### src/rtl/branch_resolve_unit.sv
// Zero-test branch resolver (BEQZ/BNEZ/BLTZ/BGEZ) with registered EX/MEM outcome and statistics.
// Define BRU_BHT_EN to build the 2-bit bimodal branch history table; otherwise fetch predicts not-taken.
module branch_resolve_unit #(
  parameter int WIDTH  = 16,
  parameter int PC_W   = 16,
  parameter int DEPTH  = 16,
  parameter int PC_INC = 2,
  parameter int CNT_W  = 16
) (
  input  logic             clk,
  input  logic             rst_n,
  input  logic             stall,
  input  logic             kill,
  input  logic             ex_valid,
  input  logic [4:0]       ex_opcode,
  input  logic [WIDTH-1:0] ex_rs_val,
  input  logic [PC_W-1:0]  ex_pc,
  input  logic [PC_W-1:0]  ex_target,
  input  logic             ex_pred_taken,
  input  logic [PC_W-1:0]  fetch_pc,
  output logic             fetch_pred_taken,
  output logic             res_valid,
  output logic             res_taken,
  output logic             res_mispredict,
  output logic [PC_W-1:0]  res_redirect_pc,
  input  logic             clr_stats,
  output logic [CNT_W-1:0] stat_branches,
  output logic [CNT_W-1:0] stat_mispredict
);

  localparam int IDX_W = $clog2(DEPTH);

  localparam logic [4:0] OP_BEQZ = 5'b01100;
  localparam logic [4:0] OP_BNEZ = 5'b01101;
  localparam logic [4:0] OP_BLTZ = 5'b01110;
  localparam logic [4:0] OP_BGEZ = 5'b01111;

  logic            is_br;
  logic            br_taken;
  logic            accept;
  logic            mispredict;
  logic            update;
  logic [PC_W-1:0] redirect_pc;
  logic            unused_fetch;

  always_comb begin
    is_br    = 1'b0;
    br_taken = 1'b0;
    case (ex_opcode)
      OP_BEQZ: begin
        is_br    = 1'b1;
        br_taken = (ex_rs_val == '0);
      end
      OP_BNEZ: begin
        is_br    = 1'b1;
        br_taken = (ex_rs_val != '0);
      end
      OP_BLTZ: begin
        is_br    = 1'b1;
        br_taken = ex_rs_val[WIDTH-1];
      end
      OP_BGEZ: begin
        is_br    = 1'b1;
        br_taken = ~ex_rs_val[WIDTH-1];
      end
      default: ;
    endcase
  end

  assign accept      = ex_valid & is_br;
  assign mispredict  = accept & (br_taken != ex_pred_taken);
  assign update      = accept & ~kill & ~stall;
  assign redirect_pc = br_taken ? ex_target : ex_pc + PC_W'(PC_INC);

  // Kill squashes the flags but leaves the redirect PC untouched; it is only meaningful with res_valid.
  always_ff @(posedge clk or negedge rst_n) begin
    if (!rst_n) begin
      res_valid       <= 1'b0;
      res_taken       <= 1'b0;
      res_mispredict  <= 1'b0;
      res_redirect_pc <= '0;
    end else if (kill) begin
      res_valid      <= 1'b0;
      res_taken      <= 1'b0;
      res_mispredict <= 1'b0;
    end else if (!stall) begin
      res_valid       <= accept;
      res_taken       <= accept & br_taken;
      res_mispredict  <= mispredict;
      res_redirect_pc <= redirect_pc;
    end
  end

  // Counters saturate at all-ones; a clear overrides any increment in the same cycle.
  always_ff @(posedge clk or negedge rst_n) begin
    if (!rst_n) begin
      stat_branches   <= '0;
      stat_mispredict <= '0;
    end else if (clr_stats) begin
      stat_branches   <= '0;
      stat_mispredict <= '0;
    end else if (update) begin
      if (stat_branches != '1) begin
        stat_branches <= stat_branches + CNT_W'(1);
      end
      if (mispredict && stat_mispredict != '1) begin
        stat_mispredict <= stat_mispredict + CNT_W'(1);
      end
    end
  end

  assign unused_fetch = ^fetch_pc;

`ifdef BRU_BHT_EN
  logic [1:0]       bht [DEPTH];
  logic [IDX_W-1:0] wr_idx;
  logic [IDX_W-1:0] rd_idx;

  assign wr_idx = ex_pc[IDX_W:1];
  assign rd_idx = fetch_pc[IDX_W:1];

  // Fetch reads the pre-update entry; there is deliberately no write-to-read bypass.
  assign fetch_pred_taken = bht[rd_idx][1];

  always_ff @(posedge clk or negedge rst_n) begin
    if (!rst_n) begin
      for (int i = 0; i < DEPTH; i++) begin
        bht[i] <= 2'b01;
      end
    end else if (update) begin
      if (br_taken && bht[wr_idx] != 2'b11) begin
        bht[wr_idx] <= bht[wr_idx] + 2'b01;
      end else if (!br_taken && bht[wr_idx] != 2'b00) begin
        bht[wr_idx] <= bht[wr_idx] - 2'b01;
      end
    end
  end
`else
  assign fetch_pred_taken = 1'b0;
`endif

endmodule

### config.mk
export PLATFORM = sky130hd
export DESIGN_NAME = branch_resolve_unit
export DESIGN_NICKNAME = d
export VERILOG_FILES = /design/src/rtl/branch_resolve_unit.sv
export SDC_FILE = /design/constraint.sdc
export NUM_CORES = 1
export LEC_CHECK = 0
export ABC_CLOCK_PERIOD_IN_PS = 2100
export BUFFER_PORTS_ARGS = -buffer_cell sky130_fd_sc_hd__buf_2
export CAP_MARGIN = 20
export CORE_ASPECT_RATIO = 1.75
export CORE_MARGIN = 3
export CORE_UTILIZATION = 46
export CTS_BUF_LIST = sky130_fd_sc_hd__clkbuf_8
export DETAILED_ROUTE_END_ITERATION = 16
export PLACE_DENSITY = 0.79
export SYNTH_ARGS = -nofsm -noshare
export SYNTH_HDL_FRONTEND = slang
export SYNTH_SLANG_ARGS = --single-unit
### constraint.sdc
create_clock -name clk -period 2.1 [get_ports clk]
set_input_delay 0.42 -clock clk [delete_from_list [all_inputs] [get_ports clk]]
set_output_delay 0.42 -clock clk [all_outputs]
set_load 0.01 [all_outputs]
## Word level (Yosys, flattened, before mapping)

Cells that the tools add are included.

| word-level totals | value |
|---|---|
| output and inout bits | 52 |
| flip-flop bits (word level) | 51 |
| word-level logic and storage cells | 50 |
| input port bits | 76 |

| operators by class | value |
|---|---|
| equal/unequal tests | 8 |
| reduce and logical (&&, ||, !) cells | 10 |
| add/sub/neg operators | 3 |
| muxes and demuxes | 15 |
| bitwise operators | 8 |

Operators with widths:

| kind | count |
|---|---|
| 16-bit 2-to-1 mux | 7 |
| 16-bit by 1-bit adder with 16-bit output, second input constant | 2 |
| 16-bit inequality test, second input constant | 2 |
| 5-bit by 4-bit == test with 1-bit output, second input constant | 4 |
| 16-bit by 2-bit adder with 16-bit output, second input constant | 1 |
| 16-bit logical NOT | 1 |
| 16-bit nonzero test | 1 |
| 1-bit 2-to-1 mux | 7 |
| 2-bit AND reduction | 3 |
| 2-bit nonzero test | 3 |
| 1-bit AND | 5 |
| 1-bit one-hot mux with 4 select lines | 1 |
| 4-bit OR reduction | 1 |
| 1-bit inverter | 3 |
| 2-bit by 1-bit inequality test with 1-bit output, second input constant | 1 |
| 1-bit logical AND | 1 |
| 1-bit inequality test | 1 |

## Logic depth before layout (Yosys ltp)

Gate-level depths: netlist (run 1).

| logic depth | value |
|---|---|
| depth after elaboration | 9 |
| gate-level depth with buffers | 8 |
| gate-level depth less buffers | 7 |

## Least setup slack after synthesis (run 1)

OpenSTA, ideal clock, no wires.

| timing path | value |
|---|---|
| kind | input to register |
| from | in ex_rs_val[11] |
| to | reg stat_mispredict[3] |
| data arrival time | 2.075 ns |
| cell stages on the path | 6 |
| buffers on the path | 0 |
| path slack | -0.103 ns |
| cell sequence | nor4_1 nand4_1 and3_4 or4_4 a21oi_2 mux2_1 |

| on the way | value |
|---|---|
| word-level cells in the longest chain between the ends | 7 |
| elaborated cells on any way between the ends | 8 |

RTL lines:

| element | line | source |
|---|---|---|
| from (decl) | 16 | `input logic [WIDTH-1:0] ex_rs_val,` |
| 16-bit nonzero test or 16-bit logical NOT (tied branches) | 56, 52 |  |
| 1-bit one-hot mux with 4 select lines * | 49 | `case (ex_opcode)` |
| 1-bit inequality test * | 71 | `assign mispredict = accept & (br_taken != ex_pred_taken);` |
| 1-bit AND * | 71 |  |
| 1-bit logical AND * | 106 | `if (mispredict && stat_mispredict != '1) begin` |
| 2-bit nonzero test (no line) * | - |  |
| 2-bit AND reduction (no line) * | - |  |
| to (signal assigned) | 107 | `stat_mispredict <= stat_mispredict + CNT_W'(1);` |
| to (decl) | 28 | `output logic [CNT_W-1:0] stat_mispredict` |

Mark *: on every way between the ends. The rest lies on a longest branch, timed or not.
A chain may end at the register's enable or synchronous reset.

## Worst setup path in the final report (run 1)

| timing path | value |
|---|---|
| from | reg stat_mispredict[2] |
| to | reg stat_mispredict[15] |

| on the way | value |
|---|---|
| word-level cells in the longest chain between the ends | 4 |
| elaborated cells on any way between the ends | 8 |

RTL lines:

| element | line |
|---|---|
| 16-bit by 1-bit adder with 16-bit output or 16-bit inequality test (tied branches) | 107, 106 |
| 16-bit 2-to-1 mux or 1-bit logical AND (tied branches) | 106 |
| 16-bit 2-to-1 mux or 2-bit nonzero test (tied branches) | - |
| 16-bit 2-to-1 mux or 2-bit AND reduction (tied branches) | - |

Several ways; a longest one is shown, not always the timed one. The select of a mux whose other input is x is not followed.

==> impl_metrics.py, run 1 <==
metrics = {
    "run_status": {
        "status": "finished, final reports clean",
    },
    "power": {
        "seqPwrFrac": 0.536,
        "power_frac_clock": 0.292,
        "leakage_uw": 0.00210,
        "p_per_area_nw_per_um2": 457,
        "p_sw_uw": 554,
        "sw_frac_of_total": 0.283,
        "p_int_uw": 1400,
        "comb_power_share": 0.172,
        "irDropWorstVdd_mv": 0.386,
    },
    "route": {
        "drt-initial-drc-count": 133,
        "avgRoutedWirePerCell_um": 15.5,
        "drc": 0,
        "final_antenna_net_count": 0,
        "first_pass_iters": 4,
        "dr_total_vias": 3335,
        "routed_wirelength_um": 9220,
        "viasPerCell": 5.61,
    },
    "floorplanning": {
        "ioPinCount": 128,
        "die_y_um": 117,
        "core-area_um2": 6690,
        "floorplan.rows": 39,
        "die_w_um": 69.4,
        "dieArea_um2": 8110,
        "initial_core_util": 0.483,
    },
    "final_layout": {
        "final_cells": 595,
        "layout-area-overhead-vs-synth_pct": 32.7,
        "drive_gt1_frac": 0.359,
        "antenna_cells": 0,
        "nNetsFinal": 591,
        "final_core_util": 0.642,
        "regArea_um2": 1280,
        "n_fill_cell": 570,
        "multi_input_area_um2": 1920,
    },
    "worst_setup_path": {
        "critical_path_peak_fanout": 4,
        "critPathArrivalTime_ns": 2.26,
        "cp-start-kind": "flip-flop",
        "crit_type": "reg -> reg",
        "crit_path_end_kind": "flip-flop",
        "required_ns": 2.31,
    },
    "cts": {
        "cts_buffers": 5,
        "insertion_delay_ns": 0.32,
        "cts_tree": "built",
        "clkTransAtPathRegs_ns": 0.09,
        "root_buffer": "clkbuf_8",
        "htree_levels": 2,
        "cts_max_path_buffers": 2,
        "clock_sinks": 51,
    },
    "job": {
        "maxCapViolations": 0,
    },
    "grt": {
        "grt_pass1_vias": 3421,
        "gr-usage-all-layers": 0.226,
        "overflow": 0,
        "antenna_found_initial": 0,
        "grt_first_pass_wirelength_um": 14900,
        "grt_max_degree": 52,
    },
    "placement": {
        "dp_hpwl_um": 7070,
        "gp_congestion": 0.836,
        "preCtsSetupSlack_ns": -0.242,
        "io_buffers": 110,
        "dp.cells": 584,
    },
    "logic_synthesis": {
        "synth-main-ff-cell": "dfrtp_1",
        "synth.avg_cell_area_um2": 8.73,
        "post-synth-top-count-cell": "dfrtp_1",
        "synth_edf_count": 0,
        "syn_area_um2": 3230,
        "synth_top_cells_by_count": "dfrtp_1 (51), nand2_1 (40), nor2_1 (37), nand3_1 (28), xnor2_1 (19)",
        "seq_area_frac_synth": 0.395,
        "synth_warnings": 0,
        "syn-num-nets": 449,
        "synthArstFlopShare": 1.00,
        "synth_top_area_cell": "dfrtp_1",
        "ys_types": 55,
        "syn_inst": 370,
        "synth_top_cells_by_area": "dfrtp_1 (39%), xnor2_1 (5.1%), nand2_1 (4.6%)",
        "synth_seq_cells": 51,
        "synth_top_cell_area_share": 0.395,
    },
    "sta": {
        "worstMarginPinSlew_ns": 0.672,
        "slew_headroom": 0.552,
        "grt_setup_unrepaired": "yes",
        "fmax_mhz": 488,
        "fin_skew_ns": 0.00712,
        "finalHoldViolCount": 0,
        "drv_slew": 0,
        "post-route-period-util": 0.976,
        "setup_viol": 0,
        "holdWs_ns": 0.204,
        "min_period_ns": 2.05,
        "finalSetupTns_ns": 0,
        "setup_slack_ns": 0.0495,
    },
    "min_path": {
        "hold_class": "in -> async",
    },
}
-- placed cells by master, fill, tap and decap left out, types with 7 or more instances in the layout --
cell / count
nand4_1: 7
nor2b_1: 13
mux2_1: 9
nand3_1: 28
nor3_1: 15
nor2_1: 37
o21ai_1: 8
nand2_1: 39
dfrtp_1: 51
xor2_1: 8
xnor2_1: 19
o21ai_0: 12
and3_1: 7
a21oi_1: 15
buf_2: 110
mux2i_1: 8
inv_1: 8
buf_4: 39
-- flip-flops by register name, indices dropped and copies added, names as in the netlist --
name / count
res_mispredict: 1
res_taken: 1
res_valid: 1
stat_branches: 16
res_redirect_pc: 16
stat_mispredict: 16
-- per-layer routing --
metal | GRT usage | wire [um] | vias up
met5 | 0 | 0 | -
met4 | 0.123 | 276 | 0
met3 | 0.0470 | 572 | 25
met2 | 0.446 | 5190 | 124
met1 | 0.217 | 3190 | 1589
li1 | - | - | 1597
-- worst max-delay path, cell delays in order, from the launching register on --
cell and delay (ns):
dfrtp_1 0.37, and4_4 0.26, nand3_4 0.11, or3_4 0.40, or2_0 0.24, or4_1 0.43
a2bb2oi_1 0.15
-- power by group through the flow --
stage               combinational [uW]  clock [uW]  sequential, uW
floorplan                          129           0            1090
global placement                   330           0            1070
detailed placement                 339           0            1070
CTS                                339         592            1050
global route                       378         623            1060
finish                             337         573            1050
-- final timing paths --
kind	startpoint	endpoint	slack, ns	depth (start not counted)
setup / recovery	stat_mispredict[2]	stat_mispredict[15]	0.05	6
hold / removal	rst_n	stat_branches[2]	0.20	2
setup reg to reg	stat_mispredict[2]	stat_mispredict[15]	0.05	6
hold reg to reg	res_redirect_pc[14]	res_redirect_pc[14]	0.48	2
max in group asynchronous	rst_n	res_redirect_pc[2]	1.44	2
min in group clk	ex_target[14]	res_redirect_pc[14]	0.33	3
-- per-stage QoR --
| stage | area, um^2 | power, uW |
|---|---|---|
| after floorplan | 3260 | 1220 |
| after global placement | 4140 | 1400 |
| after detailed placement | 4140 | 1410 |
| after CTS | 4220 | 1980 |
| after global routing | 4290 | 2060 |
| final | 4290 | 1960 |
-- kinds of logic (layout without fill, tap and decap cells) --
family / count (synthesis) / count (layout) / synth area share
AND/OR/NAND/NOR: 189 / 189 / 0.314
other: 1 / 1 / 0.00116
buffers and inverters: 23 / 166 / 0.0325
AO/OA/AOI/OAI: 57 / 57 / 0.110
XOR/XNOR: 27 / 27 / 0.0732
flip-flops: 51 / 51 / 0.395
adder cells (fa/ha/maj): 3 / 3 / 0.0116
multiplexers: 19 / 19 / 0.0631
-- cell type report --
class | instances | area share
Multi-Input combinational cell | 296 | 0.447
Sequential cell | 51 | 0.298
Timing Repair Buffer | 151 | 0.206
Tap cell | 82 | 0.0239
Clock buffer | 5 | 0.0160
Inverter | 7 | 0.00613
Clock inverter | 3 | 0.00379
-- what timing repair did --
action	CTS	global route
setup endpoints to repair	0	13
setup buffers	0	3
hold buffers	0	0
gates resized for setup	0	8
Note: power is estimated with default switching activity, not from simulation.
==> run 2: changes to the inputs <==
--- a/config.mk
+++ b/config.mk
@@ -14,6 +14,7 @@
 export CTS_BUF_LIST = sky130_fd_sc_hd__clkbuf_8
 export DETAILED_ROUTE_END_ITERATION = 16
 export PLACE_DENSITY = 0.79
+export SETUP_SLACK_MARGIN = 0.5
 export SYNTH_ARGS = -nofsm -noshare
 export SYNTH_HDL_FRONTEND = slang
 export SYNTH_SLANG_ARGS = --single-unit
==> impl_metrics.py, run 2 (synthesis gave the netlist of run 1 again) <==
metrics = {
    "worst_setup_path": {
        "reg2reg_to": "stat_mispredict[12]",
        "reg2reg_depth": 6,
        "critPathSlowestCell": "dfrtp_2",
        "cp_cell_sequence": "ha_4 -> nand4_1 -> nor3b_1 -> o2111ai_1 -> a21oi_1 -> mux2_1",
        "required_ns": 2.32,
        "timing.rr.start": "stat_mispredict[1]",
        "crit_path_end_kind": "flip-flop",
        "crit_path_max_incr_delay_ns": 0.41,
        "critPathArrivalTime_ns": 2.40,
        "crit_type": "reg -> reg",
        "r2r_slack_ns": -0.08,
        "cp-start-kind": "flip-flop",
        "critical_path_peak_fanout": 4,
    },
    "grt": {
        "grt_max_degree": 35,
        "antenna_found_initial": 0,
        "grt_first_pass_wirelength_um": 17000,
        "grt_pass1_vias": 3676,
        "overflow": 0,
        "gr-usage-all-layers": 0.260,
    },
    "route": {
        "viasPerCell": 5.86,
        "drt-initial-drc-count": 298,
        "final_antenna_net_count": 0,
        "dr_total_vias": 3705,
        "avgRoutedWirePerCell_um": 18.9,
        "routed_wirelength_um": 11900,
        "first_pass_iters": 8,
        "drc": 0,
    },
    "cts": {
        "htree_levels": 2,
        "clock_sinks": 51,
        "cts_tree": "built",
        "clkTransAtPathRegs_ns": 0.11,
        "insertion_delay_ns": 0.33,
        "cts_buffers": 5,
        "root_buffer": "clkbuf_8",
        "cts_max_path_buffers": 2,
    },
    "final_layout": {
        "layout-area-overhead-vs-synth_pct": 61.9,
        "final_cell_mix": "buf_2 (105), buf_4 (52), dfrtp_1 (47), nand2_1 (34), nor2_1 (34)",
        "antenna_cells": 0,
        "nNetsFinal": 628,
        "n_fill_cell": 440,
        "final_common_cell": "buf_2",
        "drive_gt1_frac": 0.524,
        "largestRegisters": "res_redirect_pc (16), stat_branches (16), stat_mispredict (16)",
        "final_core_util": 0.783,
    },
    "placement": {
        "io_buffers": 110,
        "dp_hpwl_um": 7010,
        "gp_congestion": 0.916,
    },
    "sta": {
        "min_period_ns": 2.18,
        "slew_headroom": 0.474,
        "setup_slack_ns": -0.0810,
        "fin_skew_ns": 0.0115,
        "post-route-period-util": 1.04,
        "worstMarginPinSlew_ns": 0.789,
        "grt_setup_unrepaired": "yes",
        "setup_viol": 5,
        "drv_slew": 0,
        "fmax_mhz": 459,
        "finalHoldViolCount": 0,
    },
    "floorplanning": {
        "die_y_um": 117,
        "floorplan.rows": 39,
        "die_w_um": 69.4,
        "initial_core_util": 0.483,
        "core-area_um2": 6690,
        "ioPinCount": 128,
        "dieArea_um2": 8110,
    },
    "power": {
        "p_per_area_nw_per_um2": 402,
        "leakage_uw": 0.00245,
        "finalPower_uw": 2100,
        "irDropWorstVdd_mv": 0.372,
    },
    "job": {
        "maxCapViolations": 0,
    },
    "run_status": {
        "violations": "setup timing",
        "status": "finished with violations",
    },
    "min_path": {
        "hold_class": "in -> async",
    },
}
[run 2: per-stage QoR]
stage               cells  area (um^2)  hold WS, ns  setup WS (ns)  TNS [ns]
finish                632         5230        0.153        -0.0810    -0.208
global route          632         5230        0.219         -0.169    -0.767
CTS                   614         4810        0.192         0.0311         0
detailed placement    584         4220        0.473         -0.297     -4.27
global placement      584         4220        0.466         -0.237     -2.89
floorplan             370         3370        0.124       -0.00973  -0.00973
[run 2: final cells by class]
cell class	count	area (um^2)	area share
clock buffers	6	82.6	0.0158
clock inverters	2	16.3	0.00311
inverters	7	26.3	0.00502
multi-input cells	297	2410	0.460
flip-flops and latches	51	1280	0.245
well taps	82	103	0.0196
repair buffers	187	1320	0.252
[run 2: repair_timing]
item                       CTS  global route
gates cloned                 2             0
hold buffers                 0             0
resized for setup           57            60
pin swaps                   30            33
buffers inserted            20            18
setup endpoints to repair   49            48
[run 2: where the power goes]
part | internal [uW] | switching [uW] | total (uW)
combinational | 176 | 224 | 400
sequential | 1030 | 24.1 | 1050
clock | 270 | 381 | 651
[run 2: critical path, delay by kind of cell (launching register included)]
kind | cells | cell delay [ns]
DFF | 1 | 0.41
adders and majority gates | 1 | 0.15
and+or+nand+nor | 2 | 0.63
muxes | 1 | 0.34
AOI/OAI and AO/OA | 2 | 0.56
[run 2: worst max path at each step]
stage | end | slack, ns | from
after floorplan | stat_mispredict[3] | -0.01 | ex_opcode[4]
after global placement | stat_mispredict[3] | -0.24 | ex_rs_val[15]
after detailed placement | stat_mispredict[3] | -0.30 | ex_rs_val[3]
after CTS | stat_mispredict[15] | 0.03 | stat_mispredict[2]
after global routing | stat_mispredict[6] | -0.17 | stat_mispredict[1]
final | stat_mispredict[12] | -0.08 | stat_mispredict[1]
[run 2: routing by layer]
metal | part of all wire | track usage
met5 | 0 | 0
met4 | 0.065 | 0.136
met3 | 0.058 | 0.0444
met2 | 0.54 | 0.498
met1 | 0.33 | 0.269
